`config.mk`:
```
export PLATFORM = sky130hd
export DESIGN_NAME = frog_sprite_renderer
export DESIGN_NICKNAME = d
export VERILOG_FILES = /design/src/rtl/frog_sprite_renderer.sv
export SDC_FILE = /design/constraint.sdc
export NUM_CORES = 1
export LEC_CHECK = 0
export ABC_CLOCK_PERIOD_IN_PS = 5100
export BUFFER_PORTS_ARGS = -buffer_cell sky130_fd_sc_hd__buf_2
export CORE_UTILIZATION = 56
export DETAILED_ROUTE_END_ITERATION = 12
export GPL_TIMING_DRIVEN = 0
export PLACE_DENSITY_LB_ADDON = 0.08
export SLEW_MARGIN = 20
export SYNTH_ARGS = -nofsm -noshare
export SYNTH_HDL_FRONTEND = slang
export SYNTH_SLANG_ARGS = --single-unit
export TNS_END_PERCENT = 20
```
`constraint.sdc`:
```
create_clock -name clk -period 5.1 [get_ports clk]
set_input_delay 1.02 -clock clk [delete_from_list [all_inputs] [get_ports clk]]
set_output_delay 1.02 -clock clk [all_outputs]
set_load 0.02 [all_outputs]
```
`src/rtl/frog_sprite_renderer.sv`:
```
// frog_sprite_renderer: beam position -> 2-bit frog sprite code with a frame-latched position, 2-clock aligned pipeline.
// Optional FROG_MIRROR_EN adds frog_face_left for horizontal mirroring; sprite contents come from ROM_INIT (entry i at bits [2i+1:2i], row-major).
module frog_sprite_renderer #(
   parameter int SPRITE_W = 16,
   parameter int SPRITE_H = 16,
   parameter int V_VISIBLE = 480,
   parameter logic [1:0] TRANSPARENT_CODE = 2'b11,
   parameter logic [2*SPRITE_W*SPRITE_H-1:0] ROM_INIT = '0
) (
   input  logic       clk,
   input  logic       rst_n,
   input  logic [9:0] h_count,
   input  logic [9:0] v_count,
   input  logic       video_on_in,
   input  logic       hsync_in,
   input  logic       vsync_in,
   input  logic [9:0] frog_x,
   input  logic [9:0] frog_y,
   input  logic       frog_show,
`ifdef FROG_MIRROR_EN
   input  logic       frog_face_left,
`endif
   output logic [1:0] sprite_pixel,
   output logic       sprite_active,
   output logic       video_on_out,
   output logic       hsync_out,
   output logic       vsync_out
);
   localparam int XW = $clog2(SPRITE_W);
   localparam int YW = $clog2(SPRITE_H);
   localparam int AW = XW + YW;

   logic [9:0]    pos_x_q, pos_x_d, pos_y_q, pos_y_d;
   logic          show_q, show_d, face_q, face_d, latch;
   logic [XW-1:0] rel_x, col;
   logic [YW-1:0] rel_y;
   logic [AW-1:0] addr_q, addr_d;
   logic          in_box_q, in_box_d, act_q, act_d;
   logic [2:0]    flags1_q, flags1_d, flags2_q, flags2_d;
   logic [1:0]    pix_q, pix_d, rom_data;

   always_comb begin
      latch   = (h_count == 10'd0) && (v_count == 10'(V_VISIBLE));
      pos_x_d = latch ? frog_x : pos_x_q;
      pos_y_d = latch ? frog_y : pos_y_q;
      show_d  = latch ? frog_show : show_q;
`ifdef FROG_MIRROR_EN
      face_d  = latch ? frog_face_left : face_q;
`else
      face_d  = 1'b0;
`endif
      rel_x    = XW'(h_count) - XW'(pos_x_q);
      rel_y    = YW'(v_count) - YW'(pos_y_q);
      col      = face_q ? XW'(SPRITE_W - 1) - rel_x : rel_x;
      addr_d   = {rel_y, col};
      // 11-bit compares so a sprite near column/line 1023 clips rather than wrapping to 0
      in_box_d = show_q & video_on_in
               & ({1'b0, h_count} >= {1'b0, pos_x_q})
               & ({1'b0, h_count} <  {1'b0, pos_x_q} + 11'(SPRITE_W))
               & ({1'b0, v_count} >= {1'b0, pos_y_q})
               & ({1'b0, v_count} <  {1'b0, pos_y_q} + 11'(SPRITE_H));
      flags1_d = {video_on_in, hsync_in, vsync_in};
      rom_data = ROM_INIT[{addr_q, 1'b0} +: 2];
      pix_d    = in_box_q ? rom_data : 2'b00;
      act_d    = in_box_q & (rom_data != TRANSPARENT_CODE);
      flags2_d = flags1_q;
   end

   always_ff @(posedge clk or negedge rst_n) begin
      if (!rst_n) begin
         pos_x_q  <= '0;
         pos_y_q  <= '0;
         show_q   <= 1'b0;
         face_q   <= 1'b0;
         addr_q   <= '0;
         in_box_q <= 1'b0;
         flags1_q <= '0;
         pix_q    <= '0;
         act_q    <= 1'b0;
         flags2_q <= '0;
      end else begin
         pos_x_q  <= pos_x_d;
         pos_y_q  <= pos_y_d;
         show_q   <= show_d;
         face_q   <= face_d;
         addr_q   <= addr_d;
         in_box_q <= in_box_d;
         flags1_q <= flags1_d;
         pix_q    <= pix_d;
         act_q    <= act_d;
         flags2_q <= flags2_d;
      end
   end

   assign sprite_pixel  = pix_q;
   assign sprite_active = act_q;
   assign {video_on_out, hsync_out, vsync_out} = flags2_q;
endmodule

```
==> qor.txt, run 1 <==
STA
--------------------------------------------------------------------------------------------
Actual slew at the worst max-slew pin                                               0.625 ns
Post-Route Hold Slack                                                               0.359 ns
Fin crit share                                                                         42.3%
Tmin final                                                                           2.16 ns
FMAX                                                                               0.463 GHz
RSZ-0062 raised after global routing                                                      no
Final Slew Violations                                                                      0
Final number of hold-violating endpoints                                                   0
Final setup violation count                                                                0
Clock Skew                                                                        0.00451 ns
Worst slew margin relative to its limit                                                58.3%
Final-layout setup total negative slack                                                 0 ns

POWER AND IR DROP
--------------------------------------------------------------------------------------------
Sequential Power Share                                                                 44.8%
Worst VDD drop                                                                    0.000218 V
Net switching share of the total power                                                 21.2%
Leakage power summed over all cells                                                  1.31 nW
Internal power component                                                            0.409 mW
Psw                                                                                 0.110 mW
Combinational share of power                                                           10.1%
Clock network power share                                                              45.1%
Power per standard cell area                                                     214 nW/um^2

LOGIC SYNTHESIS
--------------------------------------------------------------------------------------------
Basic-gate share of the synthesized area counting and, or, nand and nor cells          14.4%
Mean instance size in the synthesized netlist                                     9.73 sq um
Number of register bits inferred by synthesis                                             29
Number of synthesized flops with an enable pin                                             0
Cell Area, Synth                                                                  2010 sq um
Parity-gate share of the synthesized area counting xor and xnor cells                  3.48%
Count of cell types in the netlist                                                        38
Multiplexer share of the synthesized area                                              1.68%
Post-synthesis compound-gate area fraction                                             16.5%
Post-Synthesis Cells                                                                     207
Yosys warning total                                                                        0
Main combinational cell family by area after synthesis                           adder cells
Proportion of synthesized flip-flops having asynchronous set or reset                   100%
Sequential area share after synthesis                                                  36.0%
Synth Area in Adders                                                                   21.1%
Synth Flop Type                                                                 sky130_fd_sc_hd__dfrtp_1

PLACE
--------------------------------------------------------------------------------------------
RD Place Congestion                                                                    0.890
Half-perimeter wire length after detailed placement                             3320 microns
Placed insts                                                                             303
Quantity of I/O buffers inserted on ports                                                 49

FLOORPLANNING
--------------------------------------------------------------------------------------------
Cell row count                                                                            21
Die extent in y                                                                 62.0 microns
Total Die Area                                                                    3840 sq um
Core region area                                                                  3390 sq um
Ports placed on the boundary                                                              52
Initial Util                                                                           59.4%
DIE WIDTH                                                                       62.0 microns

ROUTE
--------------------------------------------------------------------------------------------
Average wire length per cell after detail routing                               13.4 microns
DRC                                                                                        0
Total wire length                                                               4180 microns
Count of antenna-violating nets left after detailed routing                                0
Number of iterations in the first detailed-routing pass                                    6
Vias after detailed routing                                                             1685
Via/cell ratio                                                                          5.42
Initial DRC Count                                                                         77

GLOBAL ROUTE
--------------------------------------------------------------------------------------------
Global Route Usage Sum                                                                 24.4%
Initial antenna violation count                                                            0
First-pass GRT wire length                                                      6570 microns
Global-route congestion overflow total                                                     0
Vias in the first global route                                                          1521
Largest net degree at the start of global routing                                         30

WORST SETUP PATH
--------------------------------------------------------------------------------------------
Critical path fanouts, max                                                                 3
WP data required                                                                     5.33 ns
Category of the worst setup path capture point                                      register
Worst path arrival time                                                              2.38 ns
Kind of start point of the critical path                                           input pin
Class of the most critical setup path                                              in -> reg

CLOCK TREE
--------------------------------------------------------------------------------------------
Number of hold buffers added after cts                                                     0
Clock Latency Late Sink                                                              0.33 ns
CTS root buffer                                                                 sky130_fd_sc_hd__clkbuf_4
H-tree levels                                                                              2
Count of instances resized after the clock tree is built                                   0
Clock Path Buffers                                                                         2
Cts bufs inserted                                                                          5
Sinks on the clock net                                                                    29
Clock slew at the register clock pins of the worst setup and hold paths              0.09 ns
Clock tree from TritonCTS                                                               done
Number of buffers added for setup after CTS                                                0

FINAL LAYOUT
--------------------------------------------------------------------------------------------
Total area of sequential cells                                                     726 sq um
NumNets Final                                                                            344
Filler-free cell count of the finished design                                            311
FILL cells                                                                               286
Number of antenna cells inserted                                                           0
Area overhead of the layout relative to synthesis                                      20.3%
Area occupied by multi-input gates                                                1160 sq um
Layout cells sized above 1                                                             28.3%

HOLD PATH
--------------------------------------------------------------------------------------------
Worst hold path class                                                             reg -> reg

OUTCOME
--------------------------------------------------------------------------------------------
Run status                                                                         completed

FLOW RUN
--------------------------------------------------------------------------------------------
Max-cap violations                                                                         0

-- power groups by stage --
| stage | registers (mW) | logic (mW) | clock network, mW |
|---|---|---|---|
| 2_1_floorplan | 0.239 | 0.0192 | 0 |
| 3_3_place_gp | 0.237 | 0.0512 | 0 |
| 3_5_place_dp | 0.237 | 0.0521 | 0 |
| 4_1_cts | 0.233 | 0.0530 | 0.238 |
| 5_1_grt | 0.233 | 0.0592 | 0.250 |
| 6_report | 0.233 | 0.0523 | 0.234 |
-- cell usage after synthesis (all sizes together), types with 2 or more instances --
library cell / count / area [sq um]
o22ai: 2 / 12.5
a211oi: 2 / 15.0
o211ai: 4 / 30.0
dfrtp: 29 / 726
nor2: 8 / 30.0
inv: 22 / 82.6
o21ai: 20 / 138
nor3: 2 / 15.0
nor2b: 2 / 12.5
a21oi: 6 / 30.0
and3: 2 / 12.5
a21o: 4 / 30.0
o2111ai: 2 / 17.5
nor4: 4 / 25.0
nand3: 8 / 40.0
a211o: 2 / 17.5
nand2: 25 / 93.8
mux2: 3 / 33.8
ha: 34 / 425
xnor2: 8 / 70.1
buf: 5 / 42.5
-- stage by stage --
stage                     cell area, sq um  worst slack [ns]  power, mW  util [%]
after floorplan                       2020              2.80      0.258         -
after global placement                2320              2.60      0.288      68.4
after detailed placement              2320              2.59      0.289      68.4
after CTS                             2420              2.94      0.524      71.5
after global routing                  2420              2.84      0.542      71.5
final                                 2420              2.94      0.519      71.5
-- cells in the final DEF (no fill, tap or decap), types with 3 or more instances in the layout --
master,synthesis,routed
sky130_fd_sc_hd__dfrtp_1,29,29
sky130_fd_sc_hd__xnor2_1,8,8
sky130_fd_sc_hd__clkbuf_4,1,6
sky130_fd_sc_hd__o21ai_2,10,10
sky130_fd_sc_hd__buf_2,1,50
sky130_fd_sc_hd__o211ai_1,4,4
sky130_fd_sc_hd__nor4_1,4,4
sky130_fd_sc_hd__o21ai_0,10,10
sky130_fd_sc_hd__mux2_1,3,3
sky130_fd_sc_hd__a21oi_1,6,6
sky130_fd_sc_hd__nand2_1,25,25
sky130_fd_sc_hd__ha_1,34,34
sky130_fd_sc_hd__inv_1,22,22
sky130_fd_sc_hd__nand3_1,8,8
sky130_fd_sc_hd__nor2_1,8,8
sky130_fd_sc_hd__a21o_1,4,4
-- metal layers --
| metal | global-route usage (%) | wire length [microns] |
|---|---|---|
| met1 | 29.3 | 1930 |
| met3 | 6.21 | 184 |
| met4 | 9.52 | 72 |
| met5 | 0 | 0 |
| met2 | 41.8 | 2000 |
-- cell families after synthesis --
logic type,Yosys count
AND/OR/NAND/NOR,57
flip-flops,29
multiplexers,3
XOR/XNOR,8
AO/OA/AOI/OAI,47
other,1
adder cells (fa/ha/maj),34
buffers and inverters,28
-- worst paths after layout --
kind,from,end,slack (ns),cells past startpoint
hold reg to reg,flags1_q[0],flags2_q[0],0.36,0
min in group asynchronous,rst_n,pos_x_q[5],0.69,1
setup reg to reg,pos_y_q[4],in_box_q,3.00,8
hold / removal,flags1_q[0],flags2_q[0],0.36,0
setup / recovery,v_count[7],in_box_q,2.94,7
max in group asynchronous,rst_n,pos_y_q[0],4.00,1
-- sequential cells by signal, indices dropped and copies added, names as in the netlist --
register       flops
flags1_q           3
pos_y_q           10
in_box_q           1
sprite_active      1
show_q             1
pos_x_q           10
flags2_q           3
-- worst max-delay path: stages --
cell	delay [ns]
sky130_fd_sc_hd__buf_2	0.12
sky130_fd_sc_hd__ha_1	0.30
sky130_fd_sc_hd__a21o_1	0.18
sky130_fd_sc_hd__a211o_1	0.30
sky130_fd_sc_hd__o22ai_1	0.11
sky130_fd_sc_hd__and4bb_1	0.19
sky130_fd_sc_hd__and4b_1	0.16
-- area by class of cell --
class	instances	area share, %
multi-input cells	151	47.8
flip-flops and latches	29	30.0
repair buffers	49	10.1
inverters	22	3.41
clock inverters	3	2.69
well taps	46	2.38
plain buffers	6	2.07
clock buffers	5	1.55
No activity file was read; power rests on OpenSTA's default activity.
==> run 2, diff against run 1 <==
- ABC_CLOCK_PERIOD_IN_PS: 5100 -> 1900
- CORE_UTILIZATION: 56 -> 48
- clock period: 5.1 -> 1.9 ns (I/O delays scaled with it)
==> qor.txt, run 2 (synthesis gave the netlist of run 1 again) <==
OUTCOME
--------------------------------------------------------------------------------------
Run status                                                                finished with violations
Failing checks                                                            negative setup slack

ROUTE
--------------------------------------------------------------------------------------
Vias after detailed routing                                                       1674
Initial DRC Count                                                                   86
DRC                                                                                  0
Count of antenna-violating nets left after detailed routing                          0
Average wire length per cell after detail routing                         13.5 microns
Via/cell ratio                                                                    5.20
Number of iterations in the first detailed-routing pass                              4
Total wire length                                                         4340 microns

CLOCK TREE
--------------------------------------------------------------------------------------
Cts bufs inserted                                                                    5
Clock Path Buffers                                                                   2
Clock tree from TritonCTS                                                         done
Clock Latency Late Sink                                                        0.29 ns
H-tree levels                                                                        2
Clock slew at the register clock pins of the worst setup and hold paths        0.07 ns
Sinks on the clock net                                                              29
CTS root buffer                                                           sky130_fd_sc_hd__clkbuf_8
Number of hold buffers added after cts                                               0

STA
--------------------------------------------------------------------------------------
FMAX                                                                         0.505 GHz
Final-layout setup total negative slack                                     -0.0803 ns
Actual slew at the worst max-slew pin                                         0.630 ns
Worst setup slack after layout                                              -0.0803 ns
Tmin final                                                                     1.98 ns
Final Slew Violations                                                                0
Clock Skew                                                                  0.00569 ns
Final number of hold-violating endpoints                                             0
RSZ-0062 raised after global routing                                               yes
Final setup violation count                                                          1
Worst slew margin relative to its limit                                          58.0%
Fin crit share                                                                    104%

FLOW RUN
--------------------------------------------------------------------------------------
Max-cap violations                                                                   0

FINAL LAYOUT
--------------------------------------------------------------------------------------
Total area of sequential cells                                               726 sq um
NumNets Final                                                                      351
Area occupied by multi-input gates                                          1230 sq um
Layout cells sized above 1                                                       34.2%
Commonest non-fill, non-tap cell in the layout                            sky130_fd_sc_hd__buf_2
Area overhead of the layout relative to synthesis                                28.5%
Number of antenna cells inserted                                                     0
Final cell area excluding filler cells                                      2590 sq um
Top library cells by usage in the layout, fill and taps aside             sky130_fd_sc_hd__buf_2 (50), sky130_fd_sc_hd__ha_1 (32), sky130_fd_sc_hd__dfrtp_1 (29)
FILL cells                                                                         333
Regs by FF count                                                          pos_x_q (10), pos_y_q (10)

FLOORPLANNING
--------------------------------------------------------------------------------------
DIE WIDTH                                                                 66.8 microns
Ports placed on the boundary                                                        52
Total Die Area                                                              4460 sq um
Initial Util                                                                     50.3%
Cell row count                                                                      23
Core region area                                                            4000 sq um
Die extent in y                                                           66.8 microns

WORST SETUP PATH
--------------------------------------------------------------------------------------
Kind of start point of the critical path                                      register
Class of the most critical setup path                                       reg -> reg
Critical path fanouts, max                                                           3
Reg-to-reg slack, setup                                                       -0.08 ns
Worst path arrival time                                                        2.20 ns
WP data required                                                               2.12 ns
Category of the worst setup path capture point                                register

GLOBAL ROUTE
--------------------------------------------------------------------------------------
First-pass GRT wire length                                                7220 microns
Vias in the first global route                                                    1627
Largest net degree at the start of global routing                                   30
Initial antenna violation count                                                      0
Global Route Usage Sum                                                           22.4%
Global-route congestion overflow total                                               0

POWER AND IR DROP
--------------------------------------------------------------------------------------
Leakage power summed over all cells                                            1.37 nW
Worst VDD drop                                                              0.000505 V
Power per standard cell area                                               594 nW/um^2

PLACE
--------------------------------------------------------------------------------------
Post-place instance area                                                    2320 sq um
Half-perimeter wire length after detailed placement                       3290 microns
Quantity of I/O buffers inserted on ports                                           49
RD Place Congestion                                                              0.790

HOLD PATH
--------------------------------------------------------------------------------------
Worst hold path class                                                      in -> async

-- run 2: cell count changes in the layout (fill, tap and decap cells not counted), moves of 2 or more --
cell                       previous run  this run
sky130_fd_sc_hd__buf_4                2         9
sky130_fd_sc_hd__clkbuf_4             6         1
sky130_fd_sc_hd__clkbuf_8             0         5
sky130_fd_sc_hd__ha_1                34        32
sky130_fd_sc_hd__ha_4                 0         2
-- run 2: metrics by stage --
stage	hold WS (ns)	total power [mW]	util [%]	instances	worst slack (ns)
floorplan	0.0844	0.693	-	208	0.0523
global placement	0.332	0.775	58.1	307	-0.116
detailed placement	0.335	0.777	58.1	307	-0.116
CTS	0.144	1.55	63.9	322	-0.0600
global route	0.165	1.60	64.7	322	-0.174
finish	0.107	1.54	64.7	322	-0.0803
-- run 2: worst max-delay path: stages (launching register included) --
cell and delay [ns]:
sky130_fd_sc_hd__dfrtp_1 0.42, sky130_fd_sc_hd__ha_4 0.18, sky130_fd_sc_hd__xnor2_2 0.12, sky130_fd_sc_hd__ha_1 0.31, sky130_fd_sc_hd__and3b_2 0.24, sky130_fd_sc_hd__a221oi_2 0.25
sky130_fd_sc_hd__a211oi_2 0.10, sky130_fd_sc_hd__nor2_1 0.10, sky130_fd_sc_hd__and4b_1 0.18
-- run 2: final timing paths --
kind | start | end | cells after the start
worst max-delay path | pos_y_q[4] | in_box_q | 8
min in group clk | hsync_in | flags1_q[1] | 1
worst min-delay path | rst_n | pos_x_q[3] | 1
worst min register to register | in_box_q | sprite_active | 0
max in group asynchronous | rst_n | pos_x_q[2] | 1
worst max register to register | pos_y_q[4] | in_box_q | 8
-- run 2: repair_timing --
action                                  4_1_cts  5_1_grt
gates resized for setup                       8        5
endpoints found under the setup margin        1        1
pin swaps                                     9        2
setup buffers                                 7        0
-- run 2: power by group --
group          internal, mW  switching [mW]
combinational        0.0707          0.0777
sequential            0.624         0.00123
clock                 0.520           0.243
total                  1.22           0.322
-- run 2: area by class of cell --
class,instances,area share (%)
multi-input combinational,151,47.7
tap,50,2.42
clock inverter,3,2.52
timing repair buffer,56,11.5
buffer,6,1.94
clock buffer,5,2.66
inverter,22,3.19
sequential,29,28.1
-- run 2: metal layers --
| layer | up-vias | GRT usage [%] | wire [microns] |
|---|---|---|---|
| li1 | 862 | - | - |
| met3 | 6 | 5.65 | 161 |
| met4 | 0 | 7.98 | 65 |
| met1 | 776 | 28.1 | 2040 |
| met2 | 30 | 36.9 | 2080 |
| met5 | - | 0 | 0 |
